[config.mk]
export PLATFORM = sky130hd
export DESIGN_NAME = interp_symmetric_filter
export DESIGN_NICKNAME = d
export VERILOG_FILES = /design/src/rtl/interp_filter_pkg.sv /design/src/rtl/interp_round_sat.sv /design/src/rtl/interp_symmetric_filter.sv
export SDC_FILE = /design/constraint.sdc
export NUM_CORES = 1
export LEC_CHECK = 0
export CORE_ASPECT_RATIO = 0.7
export CORE_MARGIN = 5
export CORE_UTILIZATION = 62
export DETAILED_ROUTE_END_ITERATION = 8
export PLACE_DENSITY = 0.8
export SYNTH_ARGS = -nofsm -noshare
export SYNTH_HDL_FRONTEND = slang
export SYNTH_SLANG_ARGS = --single-unit
[constraint.sdc]
create_clock -name Clk_i -period 24.7 [get_ports Clk_i]
set_input_delay 4.94 -clock Clk_i [delete_from_list [all_inputs] [get_ports Clk_i]]
set_output_delay 4.94 -clock Clk_i [all_outputs]
set_load 0.03 [all_outputs]
[src/rtl/interp_filter_pkg.sv]
// interp_filter_pkg
// Shared constants and types for the interpolate-by-2 symmetric FIR.
// C_COEF holds the even-indexed taps c[k] = h[2k] of the 16-tap prototype;
// the odd taps follow from symmetry as h[2k+1] = c[7-k].
// Phase gain (sum of c[k]) is slightly above unity, so full-scale DC input
// exercises the output clamp/wrap path.
package interp_filter_pkg;

    localparam int COEFF_COUNT_DEFAULT = 16;
    localparam int DATA_WIDTH_DEFAULT  = 18;
    localparam int COEFF_WIDTH_DEFAULT = 18;
    localparam int ROUND_SHIFT_DEFAULT = 17;
    localparam int COEFF_UNIQUE        = COEFF_COUNT_DEFAULT / 2;

    typedef logic signed [COEFF_WIDTH_DEFAULT-1:0] coef_t;

    // Full impulse response h[0..15]:
    //   -600 -1500 2500 6000 -9000 -15000 40000 110000
    //   110000 40000 -15000 -9000 6000 2500 -1500 -600
    localparam coef_t C_COEF [COEFF_UNIQUE] = '{
        -18'sd600,
         18'sd2500,
        -18'sd9000,
         18'sd40000,
         18'sd110000,
        -18'sd15000,
         18'sd6000,
        -18'sd1500
    };

    typedef enum logic [1:0] {
        ST_IDLE = 2'd0,
        ST_MAC0 = 2'd1,
        ST_MAC1 = 2'd2
    } state_t;

endpackage

[src/rtl/interp_round_sat.sv]
// interp_round_sat
// Registered output stage: symmetric round-half-away-from-zero of the MAC
// accumulator, then either clamp or two's-complement wrap to DataWidth.
// Build macro INTERP_FILTER_SATURATE_EN selects the clamp; without it the
// rounded value is truncated to its DataWidth LSBs.
// Data_o holds its value between valid pulses.
module interp_round_sat
    import interp_filter_pkg::*;
#(
    parameter int AccWidth   = 39,
    parameter int DataWidth  = DATA_WIDTH_DEFAULT,
    parameter int RoundShift = ROUND_SHIFT_DEFAULT
) (
    input  logic                        i_clk,
    input  logic                        i_rst,
    input  logic                        i_vld,
    input  logic signed [AccWidth-1:0]  i_acc,
    output logic                        o_vld,
    output logic signed [DataWidth-1:0] o_data
);

    // One guard bit keeps the bias addition from overflowing.
    localparam int ExtWidth = AccWidth + 1;
    localparam int ShWidth  = ExtWidth - RoundShift;

`ifdef INTERP_FILTER_SATURATE_EN
    localparam logic signed [ShWidth-1:0] MaxVal =
        {{(ShWidth-DataWidth+1){1'b0}}, {(DataWidth-1){1'b1}}};
    localparam logic signed [ShWidth-1:0] MinVal = ~MaxVal;
`endif

    logic                        r_vld_p2;
    logic signed [DataWidth-1:0] r_data_p2;

    // Bias is half an LSB for positive values and one less for negative ones,
    // so the following arithmetic shift rounds ties away from zero.
    function automatic logic signed [ShWidth-1:0] round_sym(
        input logic signed [AccWidth-1:0] acc
    );
        logic signed [ExtWidth-1:0] ext;
        logic signed [ExtWidth-1:0] bias;
        logic signed [ExtWidth-1:0] sum;
        ext  = {acc[AccWidth-1], acc};
        bias = ExtWidth'(1) <<< (RoundShift - 1);
        if (acc[AccWidth-1]) begin
            bias = bias - ExtWidth'(1);
        end
        sum = ext + bias;
        return sum[ExtWidth-1:RoundShift];
    endfunction

    // Reduce the rounded value to the output word width.
    function automatic logic signed [DataWidth-1:0] limit(
        input logic signed [ShWidth-1:0] v
    );
`ifdef INTERP_FILTER_SATURATE_EN
        logic signed [DataWidth-1:0] res;
        if (v > MaxVal) begin
            res = {1'b0, {(DataWidth-1){1'b1}}};
        end else if (v < MinVal) begin
            res = {1'b1, {(DataWidth-1){1'b0}}};
        end else begin
            res = v[DataWidth-1:0];
        end
        return res;
`else
        return v[DataWidth-1:0];
`endif
    endfunction

    // ---- stage p2: rounded, width-limited output word ----
    // Output register: capture a new word only when the accumulator is final.
    always_ff @(posedge i_clk) begin
        if (i_rst) begin
            r_vld_p2  <= 1'b0;
            r_data_p2 <= '0;
        end else begin
            r_vld_p2 <= i_vld;
            if (i_vld) begin
                r_data_p2 <= limit(round_sym(i_acc));
            end
        end
    end

    assign o_vld  = r_vld_p2;
    assign o_data = r_data_p2;

endmodule

[src/rtl/interp_symmetric_filter.sv]
// interp_symmetric_filter
// Interpolate-by-2 FIR with a single multiply-accumulate per cycle.
// Each accepted sample runs two MAC phases of CoeffCount/2 cycles: phase 0
// walks c[k] forward (even outputs), phase 1 walks the same stored set
// backwards (odd outputs, by tap symmetry). Samples offered while busy are
// dropped and latch the sticky overrun flag.
// Build macro INTERP_FILTER_SATURATE_EN: clamp the rounded output instead of
// wrapping it (handled in interp_round_sat).
module interp_symmetric_filter
    import interp_filter_pkg::*;
#(
    parameter int CoeffCount = COEFF_COUNT_DEFAULT,
    parameter int DataWidth  = DATA_WIDTH_DEFAULT,
    parameter int CoeffWidth = COEFF_WIDTH_DEFAULT,
    parameter int RoundShift = ROUND_SHIFT_DEFAULT
) (
    input  logic                        Clk_i,
    input  logic                        Rst_i,
    input  logic signed [DataWidth-1:0] Data_i,
    input  logic                        DataNd_i,
    output logic                        Ready_o,
    output logic signed [DataWidth-1:0] Data_o,
    output logic                        DataValid_o,
    output logic                        Overrun_o
);

    localparam int Half      = CoeffCount / 2;
    localparam int CntWidth  = (Half > 1) ? $clog2(Half) : 1;
    localparam int ProdWidth = DataWidth + CoeffWidth;
    localparam int AccWidth  = ProdWidth + $clog2(Half);

    state_t                       r_state;
    state_t                       w_next_state;
    logic [CntWidth-1:0]          r_cnt;
    logic                         w_last;
    logic                         w_accept;
    logic                         r_overrun;

    logic signed [DataWidth-1:0]  r_dl [Half];
    logic [CntWidth-1:0]          w_coef_idx;
    logic signed [DataWidth-1:0]  w_x;
    logic signed [CoeffWidth-1:0] w_coef;
    logic signed [ProdWidth-1:0]  w_prod;
    logic signed [AccWidth-1:0]   w_prod_ext;

    logic signed [AccWidth-1:0]   r_acc_p1;
    logic                         r_acc_vld_p1;

    assign Ready_o  = (r_state == ST_IDLE);
    assign w_accept = DataNd_i && Ready_o;
    assign w_last   = (r_cnt == CntWidth'(Half - 1));

    // FSM state register.
    always_ff @(posedge Clk_i) begin
        if (Rst_i) begin
            r_state <= ST_IDLE;
        end else begin
            r_state <= w_next_state;
        end
    end

    // Next-state: one pass per phase, each lasting Half MAC cycles.
    always_comb begin
        w_next_state = r_state;
        unique case (r_state)
            ST_IDLE: if (w_accept) w_next_state = ST_MAC0;
            ST_MAC0: if (w_last)   w_next_state = ST_MAC1;
            ST_MAC1: if (w_last)   w_next_state = ST_IDLE;
            default:               w_next_state = ST_IDLE;
        endcase
    end

    // Tap counter: runs 0..Half-1 in each MAC phase, parked at 0 when idle.
    always_ff @(posedge Clk_i) begin
        if (Rst_i) begin
            r_cnt <= '0;
        end else if (r_state != ST_IDLE) begin
            r_cnt <= w_last ? '0 : r_cnt + CntWidth'(1);
        end
    end

    // ---- stage p0: sample delay line, newest sample at index 0 ----
    // Delay line advances only on an accepted sample.
    always_ff @(posedge Clk_i) begin
        if (Rst_i) begin
            for (int i = 0; i < Half; i++) begin
                r_dl[i] <= '0;
            end
        end else if (w_accept) begin
            r_dl[0] <= Data_i;
            for (int i = 1; i < Half; i++) begin
                r_dl[i] <= r_dl[i-1];
            end
        end
    end

    // Odd phase reads the stored coefficients in reverse order.
    assign w_coef_idx = (r_state == ST_MAC1) ? (CntWidth'(Half - 1) - r_cnt) : r_cnt;
    assign w_x        = r_dl[r_cnt];
    assign w_coef     = CoeffWidth'(C_COEF[w_coef_idx]);
    assign w_prod     = w_x * w_coef;
    assign w_prod_ext = {{(AccWidth-ProdWidth){w_prod[ProdWidth-1]}}, w_prod};

    // ---- stage p1: accumulator, final value flagged after the last tap ----
    // Accumulate one product per cycle; the first tap of a phase reloads.
    always_ff @(posedge Clk_i) begin
        if (Rst_i) begin
            r_acc_p1     <= '0;
            r_acc_vld_p1 <= 1'b0;
        end else begin
            r_acc_vld_p1 <= 1'b0;
            if (r_state != ST_IDLE) begin
                r_acc_p1     <= (r_cnt == '0) ? w_prod_ext : r_acc_p1 + w_prod_ext;
                r_acc_vld_p1 <= w_last;
            end
        end
    end

    // Sticky overrun: a strobe while busy is dropped and remembered.
    always_ff @(posedge Clk_i) begin
        if (Rst_i) begin
            r_overrun <= 1'b0;
        end else if (DataNd_i && !Ready_o) begin
            r_overrun <= 1'b1;
        end
    end

    assign Overrun_o = r_overrun;

    interp_round_sat #(
        .AccWidth   (AccWidth),
        .DataWidth  (DataWidth),
        .RoundShift (RoundShift)
    ) u_round_sat (
        .i_clk  (Clk_i),
        .i_rst  (Rst_i),
        .i_vld  (r_acc_vld_p1),
        .i_acc  (r_acc_p1),
        .o_vld  (DataValid_o),
        .o_data (Data_o)
    );

endmodule

==> out/metrics.csv <==
stage,metric,value,unit
yosys,syn_area,22600,um^2
timing,slew_headroom,13.3,%
yosys,ys_seq_area_share,24.9,%
clock_tree,tritoncts,done,
layout,fillers,2751,
floorplan,core-area,36000,um^2
yosys,ys_ff_latch,210,
timing,setup_viol,0,
critical_path,crit_arrival,12330,ps
yosys,synthMuxAreaShare,5.39,%
global_routing,grtUsageTotal,28.7,%
critical_path,critPathLaunchType,flip-flop,
floorplan,start_util,62.9,%
yosys,yosysTopAreaCell,fa_1,
timing,finalCriticalPeriod,11910,ps
clock_tree,cts_hold_buf,0,
yosys,syn_nets,2768,
drt,ant_nets,0,
clock_tree,clk_pin_slew,70,ps
layout,multi_input_area,15400,um^2
floorplan,die_width,238,um
drt,post-route-drc-count,0,
timing,worstMarginPinSlew,1290,ps
timing,max_freq,83.9,MHz
yosys,netlist.area_leader.share,25.6,%
layout,drive_gt1_share,6.81,%
layout,seq_area,5650,um^2
yosys,synthCells,2288,
global_routing,grt_max_degree,109,
timing,rsz0062_at_grt,false,
layout,final_common_cell,inv_1,
yosys,synth-async-reset-ratio,0,%
timing,finalHoldViolCount,0,
layout,synthToLayoutAreaGrowth,7.94,%
drt,vias_per_cell,6.01,
timing,clock_skew,15.5,ps
yosys,synth_flop_cell,edfxtp_1,
placed_design,dp_cells,2758,
placed_design,portBuffers,41,
clock_tree,htree_levels,1,
placed_design,dp_hpwl,44.1,mm
yosys,synth_edf_count,144,
layout,layout.nets,2783,
global_routing,grt-ovfl-total,0,
drt,route.vias.total,16800,
clock_tree,clock_latency,550,ps
clock_tree,cts_buffers,23,
clock_tree,clock_tree.root_cell,clkbuf_16,
drt,drt_pass1_iterations,5,
yosys,yosys.area_share.adder,35.0,%
layout,layout_common_cells,"inv_1, fa_1, nor2_1, nand2_1, ha_1",
critical_path,cpMaxStageDelayCell,nor2_1,
global_routing,grt_pass1_wl,91.9,mm
drt,wl_per_cell,20.5,um
yosys,synth_top_family_by_area,adder cells,
yosys,synth_compound_area_share,9.06,%
floorplan,fp.dieH,170,um
yosys,synth_xor_xnor_area_share,3.30,%
global_routing,grt_pass1_vias,16900,
timing,finalCritPeriodShare,48.2,%
layout,finalNonFillerCells,2800,
min_path,hold_class,reg2reg,
clock_tree,cts_buffer_depth,3,
global_routing,antenna_found_initial,0,
placed_design,globalplace.congestion,0.987,
critical_path,crit_top_cell,fa_1,
yosys,yosysWarnings,0,
yosys,synth_cell_types,82,
critical_path,critPathMaxStageDelay,890,ps
critical_path,required,25120,ps
job,maxCapViolCount,0,
timing,final_max_slew_viol_count,0,
clock_tree,clock-sinks,210,
floorplan,dieArea,40500,um^2
critical_path,critical_path.max_fanout,13,
critical_path,crit_type,reg2reg,
floorplan,core.rowCount,58,
clock_tree,cts_resized,0,
floorplan,ios,42,
status,status,completed,
yosys,avgSynthCellArea,9.90,um^2
timing,tns,0,ps
drt,drtIter0Drc,1622,
critical_path,end_kind,flip-flop,
clock_tree,postCtsSetupBuffers,0,
yosys,netlist_top_cells_area,"fa_1, edfxtp_1, ha_1, dfxtp_1, inv_1",
drt,wirelength,57.5,mm
yosys,synthSimpleGateAreaFrac,15.2,%
-- layout make-up --
cell class / count / share of cell area, %
antenna: 1 / 0.0102
clock buffer: 27 / 2.42
clock inverter: 14 / 1.02
inverter: 346 / 5.31
multi-input combinational: 1647 / 63.0
sequential: 210 / 23.1
tap: 480 / 2.46
timing repair buffer: 75 / 2.71
-- per-layer routing --
layer / GRT usage [%] / part of all wire [%] / vias to the layer above
met5: 0 / 0 / -
met4: 6.36 / 2.4 / 0
met3: 6.90 / 10 / 109
met2: 42.2 / 43 / 726
met1: 43.8 / 44 / 8447
li1: - / - / 7541
-- worst max-delay path: cells and delay by family (launching register included) --
kind	cells	cell delay, ps
buffers and inverters	4	440
xor gates and xnor gates	2	780
DFF	1	330
and+or+nand+nor	11	3340
adders and majority gates	9	4110
AOI/OAI and AO/OA	8	2770
-- state kept, by name, indices dropped and copies added, names as in the netlist, named ones only --
signal / flops
Overrun_o: 1
r_acc_p1: 37
r_acc_vld_p1: 1
r_cnt: 3
r_dl: 144
r_state: 2
u_round_sat.o_data: 18
u_round_sat.o_vld: 1
-- cells in the mapped netlist, drive strengths merged (7+ instances only) --
library cell / instances
a2111oi: 7
a211oi: 45
a21o: 34
a21oi: 73
a311oi: 12
and2: 119
and3: 9
buf: 9
clkbuf: 76
dfxtp: 66
edfxtp: 144
fa: 290
ha: 169
inv: 345
mux2: 16
mux2i: 23
mux4: 36
nand2: 212
nand2b: 9
nand3: 26
nand4: 10
nor2: 243
nor2b: 48
nor3: 24
nor4: 7
o211ai: 10
o21a: 16
o21ai: 48
o21bai: 7
or2: 9
or3: 10
xnor2: 51
xor2: 30
-- kinds of logic after synthesis --
kind of cell / Yosys count
xor+xnor: 81
mux: 75
fa+ha+maj: 459
simple gates: 735
compound gates: 297
buf+inv: 431
flops: 210
-- path summary, 6_finish.rpt --
path | from | end | slack (ps) | cells past startpoint
max | r_state[0]$_SDFFE_PP0P_ | r_acc_p1[38]$_SDFFE_PP0N_ | 12790 | 34
min | Overrun_o$_SDFFE_PP0P_ | Overrun_o$_SDFFE_PP0P_ | 490 | 2
min reg2reg | Overrun_o$_SDFFE_PP0P_ | Overrun_o$_SDFFE_PP0P_ | 490 | 2
max reg2reg | r_state[0]$_SDFFE_PP0P_ | r_acc_p1[38]$_SDFFE_PP0N_ | 12790 | 34
-- through the flow --
step / setup WS (ps) / util, % / instance area (um^2) / hold WS (ps)
floorplan: 14870 / - / 22600 / 441
global placement: 13570 / 65.6 / 23600 / 451
detailed placement: 13090 / 65.6 / 23600 / 472
CTS: 13040 / 67.9 / 24400 / 480
global route: 12220 / 67.9 / 24400 / 509
finish: 12790 / 67.9 / 24400 / 487
Power is left out: the tool's default activity adds up to more than one toggle a clock period on the data nets, which glitch-free logic cannot reach.
